`config.mk`:
```
export PLATFORM = sky130hd
export DESIGN_NAME = button_debouncer_1k_flat
export DESIGN_NICKNAME = d
export VERILOG_FILES = /design/src/rtl/button_debouncer_1k_if.sv /design/src/rtl/button_debouncer_1k.sv /design/src/flat_wrapper.sv
export SDC_FILE = /design/constraint.sdc
export NUM_CORES = 1
export LEC_CHECK = 0
export CAP_MARGIN = 40
export CORE_ASPECT_RATIO = 0.5
export CORE_UTILIZATION = 50
export CTS_BUF_LIST = sky130_fd_sc_hd__clkbuf_16
export DETAILED_ROUTE_END_ITERATION = 12
export PLACE_DENSITY = 0.75
export SYNTH_ARGS = -nofsm -noshare
export SYNTH_HDL_FRONTEND = slang
export SYNTH_SLANG_ARGS = --single-unit
export TNS_END_PERCENT = 100
```
`constraint.sdc`:
```
create_clock -name clk -period 1.5 [get_ports clk]
set_clock_uncertainty 0.1 [all_clocks]
set_input_delay 0.45 -clock clk [delete_from_list [all_inputs] [get_ports clk]]
set_output_delay 0.45 -clock clk [all_outputs]
set_load 0.01 [all_outputs]
```
`src/rtl/button_debouncer_1k_if.sv`:
```
// Button debouncer bus: raw inputs and the 1 kHz square wave in,
// debounced levels, press pulses and the ms tick out.
interface button_debouncer_1k_if #(
  parameter int N_BTN = 4
);
  logic             clk_k;
  logic [N_BTN-1:0] btn_in;
  logic [N_BTN-1:0] btn_level;
  logic [N_BTN-1:0] btn_pulse;
  logic             tick_ms;

  // Producer of the raw buttons and of clk_k (board / divider side)
  modport master (
    output clk_k,
    output btn_in,
    input  btn_level,
    input  btn_pulse,
    input  tick_ms
  );

  // The debouncer itself
  modport slave (
    input  clk_k,
    input  btn_in,
    output btn_level,
    output btn_pulse,
    output tick_ms
  );
endinterface

```
`src/rtl/button_debouncer_1k.sv`:
```
// Push-button debouncer and press detector for the RTC controller.
// clk_k (1 kHz from the divider) is synchronized and edge-detected into a
// one-cycle ms tick; every button is synchronized and must hold a new level
// for DEBOUNCE_TICKS consecutive ticks before the level is accepted.
// Accepted 0->1 transitions raise a one-cycle press pulse.
module button_debouncer_1k #(
  parameter int N_BTN          = 4,
  parameter int DEBOUNCE_TICKS = 20
) (
  input  logic                     clk,
  input  logic                     reset,
  button_debouncer_1k_if.slave     bus
);

  // Counter only needs to reach DEBOUNCE_TICKS-1; keep at least one bit
  // so DEBOUNCE_TICKS = 1 still elaborates.
  localparam int            CW      = (DEBOUNCE_TICKS > 1) ? $clog2(DEBOUNCE_TICKS) : 1;
  localparam logic [CW-1:0] CNT_MAX = CW'(DEBOUNCE_TICKS - 1);

  // ---------------------------------------------------------------------
  // ms tick: clk_k is data, so synchronize it and detect its rising edge
  // ---------------------------------------------------------------------
  logic k1_q, k1_d;
  logic k2_q, k2_d;
  logic k3_q, k3_d;
  logic tick;

  // Next state of the clk_k synchronizer and edge-delay flop
  always_comb begin
    k1_d = bus.clk_k;
    k2_d = k1_q;
    k3_d = k2_q;
  end

  // clk_k synchronizer and delay registers
  always_ff @(posedge clk) begin
    if (reset) begin
      k1_q <= 1'b0;
      k2_q <= 1'b0;
      k3_q <= 1'b0;
    end else begin
      k1_q <= k1_d;
      k2_q <= k2_d;
      k3_q <= k3_d;
    end
  end

  // Rising edge of the synchronized clk_k; all registers are 0 in reset,
  // so the tick is 0 there too.
  assign tick        = k2_q & ~k3_q;
  assign bus.tick_ms = tick;

  // ---------------------------------------------------------------------
  // Button synchronizers (two flops per bit, shared vector)
  // ---------------------------------------------------------------------
  logic [N_BTN-1:0] b1_q, b1_d;
  logic [N_BTN-1:0] b2_q, b2_d;

  // Next state of the button synchronizer chain
  always_comb begin
    b1_d = bus.btn_in;
    b2_d = b1_q;
  end

  // Button synchronizer registers
  always_ff @(posedge clk) begin
    if (reset) begin
      b1_q <= '0;
      b2_q <= '0;
    end else begin
      b1_q <= b1_d;
      b2_q <= b2_d;
    end
  end

  // ---------------------------------------------------------------------
  // Per-button debounce: independent counter, level and pulse per bit
  // ---------------------------------------------------------------------
  genvar gi;
  generate
    for (gi = 0; gi < N_BTN; gi++) begin : g_btn
      logic [CW-1:0] cnt_q, cnt_d;
      logic          level_q, level_d;
      logic          pulse_q, pulse_d;

      // Debounce decision, evaluated only on ms ticks; pulse defaults low
      always_comb begin
        cnt_d   = cnt_q;
        level_d = level_q;
        pulse_d = 1'b0;
        if (tick) begin
          if (b2_q[gi] == level_q) begin
            // Sample agrees with the accepted level: any run is broken
            cnt_d = '0;
          end else if (cnt_q == CNT_MAX) begin
            // This is the DEBOUNCE_TICKS-th consecutive differing sample
            level_d = b2_q[gi];
            pulse_d = b2_q[gi];
            cnt_d   = '0;
          end else begin
            cnt_d = cnt_q + CW'(1);
          end
        end
      end

      // Debounce state registers for this button
      always_ff @(posedge clk) begin
        if (reset) begin
          cnt_q   <= '0;
          level_q <= 1'b0;
          pulse_q <= 1'b0;
        end else begin
          cnt_q   <= cnt_d;
          level_q <= level_d;
          pulse_q <= pulse_d;
        end
      end

      assign bus.btn_level[gi] = level_q;
      assign bus.btn_pulse[gi] = pulse_q;
    end
  endgenerate

endmodule

```
`src/flat_wrapper.sv`:
```
// flat-port wrapper written by rule: the top's interface ports become plain ports
module button_debouncer_1k_flat 
#(
  parameter int N_BTN          = 4,
  parameter int DEBOUNCE_TICKS = 20
)
  (clk, reset, bus_clk_k, bus_btn_in, bus_btn_level, bus_btn_pulse, bus_tick_ms);
  button_debouncer_1k_if #(.N_BTN(N_BTN)) bus_i ();
  input  logic clk;
  input  logic reset;
  input wire logic [$bits(bus_i.clk_k)-1:0] bus_clk_k;
  input wire logic [$bits(bus_i.btn_in)-1:0] bus_btn_in;
  output wire logic [$bits(bus_i.btn_level)-1:0] bus_btn_level;
  output wire logic [$bits(bus_i.btn_pulse)-1:0] bus_btn_pulse;
  output wire logic [$bits(bus_i.tick_ms)-1:0] bus_tick_ms;
  assign bus_i.clk_k = bus_clk_k;
  assign bus_i.btn_in = bus_btn_in;
  assign bus_btn_level = bus_i.btn_level;
  assign bus_btn_pulse = bus_i.btn_pulse;
  assign bus_tick_ms = bus_i.tick_ms;
  button_debouncer_1k #(.N_BTN(N_BTN), .DEBOUNCE_TICKS(DEBOUNCE_TICKS)) u_core (.clk(clk), .reset(reset), .bus(bus_i));
endmodule
```
==> impl_metrics.ini <==
[setup_path]
path_cells = nand2b_4 > inv_2 > buf_2
start_kind = register
slowest_stage = dfxtp_1
reg2reg_depth = 4
cpLargestDelayFamily = flip-flops
path_max_fanout = 2
rrSetupSlack_ns = 0.05
critPathCaptureType = output port
criticalPathCategory = reg -> out
crit_required_ns = 0.95
worstReg2RegEnd = u_core.g_btn[2].cnt_q[2]
crit_path_start = u_core.k3_q
cpPeakStageDelay_ns = 0.30
rr_startpoint = u_core.g_btn[2].cnt_q[0]
crit_arrival_ns = 0.91
critPathBufInv = 2

[layout]
layout_common_cells = dfxtp_1 (33), buf_4 (27), nand2_1 (20)
syn2layout_area_growth_pct = 31.1
fin_cells = 281
mostFrequentLayoutCell = dfxtp_1
finish.utilization_pct = 73.0
layout.nets = 243
drive_above_1_share_pct = 23.2
insertedDiodeCount = 0

[sta]
slew_headroom_pct = 86.0
layout_setup_ws_ns = 0.0370
tightestPinTransition_ns = 0.209
period_minus_slack_ns = 1.46
hold_ws_ns = 0.342
fin_crit_sh_pct = 97.5
finalHoldViolCount = 0
fmax_mhz = 684
slew_viol_final = 0
rsz0062_at_grt = no
setup_viol = 0

[floorplan]
coreArea_sq_mm = 0.00319
num_rows = 14
start_util_pct = 55.7
fp.dieW_microns = 86.3
die_height_microns = 44.1
die_area_sq_mm = 0.00381
ios = 16

[global_routing]
grt_max_degree = 26
antenna_found_initial = 0
grt_pass1_wl_mm = 6.51
grt_pass1_vias = 1441
grt-ovfl-total = 0
grtUsageTotal_pct = 22.7

[route]
wirelength_mm = 3.90
drt_iter0_markers = 69
wl_per_cell_microns = 13.9
vias = 1549
drt-pass1-iter-count = 4
ant_nets = 0
drc = 0
vias_per_cell = 5.51

[placed_design]
place_ws_ns = -0.369
globalplace.congestion = 0.806
dp_cells = 272
port_buffers = 15
dp_hpwl_mm = 2.40

[power]
p_leak_uw = 0.000866
pwr-share-comb_pct = 5.9
seq_power_share_pct = 48.4
peakVddDrop_mv = 0.513
p_sw_uw = 470
clockPowerShare_pct = 45.6
internal-power_uw = 1720
power.density_cell_area_mw_per_mm2 = 939
swShare_pct = 21.5

[clock_network]
cts_num_sinks = 39
clockRootBuffer = clkbuf_16
clk_path_buf_depth = 2
clk_pin_slew_ns = 0.05
cts_buffers = 5
clkLatencyLatePin_ns = 0.28
h-tree-depth = 2
cts_tree = built

[logic_synthesis]
synth_cell_types = 23
syn_area_sq_mm = 0.00178
synth_top_area_cell = dfxtp_1
synth_top_cells_by_area = dfxtp_1 (44%), a21oi_1 (4.5%), nand2_1 (4.2%), nand3_1 (3.9%), nor2b_1 (3.9%)
synth.top_cell.area_share_pct = 44.0
ys_ff_latch = 39
synth_cells = 199
yosysSeqAreaShare_pct = 44.0
synth.avg_cell_area_sq_um = 8.92
synth_warnings = 0
syn-num-nets = 210

[status]
status = complete, no violations

[flow_run]
cap_violations = 0

[hold_path]
holdCritPathClass = reg -> reg
whs_path_depth = 1
hold_start = u_core.b1_q[0]
holdPathEnd = u_core.b2_q[0]
-- synthesized netlist by cell type, drive strengths merged --
master   count
nand2       20
dfxtp       39
nand4bb      4
nor2b       11
or4          4
or3          8
nand3       14
ha           4
nor3         4
or4b         4
nand4       10
and4b        4
a21oi       16
o32ai        4
nand4b       4
clkbuf      10
xor2         4
inv         13
buf          9
nand2b       1
a31oi        8
o21ai        4
-- cell families after synthesis --
| family | count (synthesis) | synth area share [%] |
|---|---|---|
| simple gates | 88 | 30.6 |
| xor+xnor | 4 | 3.66 |
| fa+ha+maj | 4 | 2.82 |
| buf+inv | 32 | 8.53 |
| compound gates | 32 | 10.4 |
| flops | 39 | 44.0 |
-- area by class of cell --
type	instances	area, sq um
Timing Repair Buffer	45	409
Tap cell	48	60.1
Clock inverter	3	11.3
Clock buffer	5	125
Sequential cell	39	788
Multi-Input combinational cell	128	886
Inverter	13	48.8
Fill cell	215	860
-- metrics by stage --
stage                     cell area [sq um]   TNS, ns  total power, uW
after floorplan                        1780         0             1130
after global placement                 2110     -3.15             1190
after detailed placement               2110     -3.91             1190
after CTS                              2280  -0.00387             2190
after global routing                   2330         0             2250
final                                  2330         0             2190
-- power groups by stage --
| stage | combinational (uW) | clock [uW] | sequential, uW |
|---|---|---|---|
| global route | 141 | 1050 | 1060 |
| finish | 130 | 998 | 1060 |
| global placement | 109 | 0 | 1080 |
| floorplan | 53.6 | 0 | 1080 |
| CTS | 125 | 1010 | 1060 |
| detailed placement | 112 | 0 | 1080 |
-- flip-flops by register name, indices dropped and copies added, names as in the netlist --
register / flops
u_core.g_btn.cnt_q: 20
u_core.k3_q: 1
u_core.b2_q: 4
u_core.g_btn.level_q: 4
u_core.k2_q: 1
u_core.b1_q: 4
u_core.k1_q: 1
u_core.g_btn.pulse_q: 4
-- per-layer routing --
metal,track usage [%],routed length [microns],vias to the layer above,part of all wire (%)
met1,28.0,1770,723,45
li1,-,-,773,-
met2,39.4,1860,49,48
met5,0,0,-,0
met4,8.00,23,0,0.59
met3,6.34,239,4,6.1
-- what timing repair did --
action                     CTS  global route
buffers inserted             0             0
pin swaps                    0             4
gates cloned                 1             0
setup endpoints to repair   18            14
resized for setup           15            17
hold buffers                 0             0
-- worst max path at each step --
stage | to | slack (ns) | cells after the start
floorplan | bus_tick_ms | 0.03 | 4
global placement | u_core.g_btn[3].cnt_q[2] | -0.33 | 4
detailed placement | u_core.g_btn[3].cnt_q[2] | -0.37 | 4
CTS | bus_tick_ms | -0.004 | 3
global route | u_core.g_btn[2].cnt_q[2] | 0.002 | 4
finish | bus_tick_ms | 0.04 | 3
Note: power is estimated with default switching activity, not from simulation.
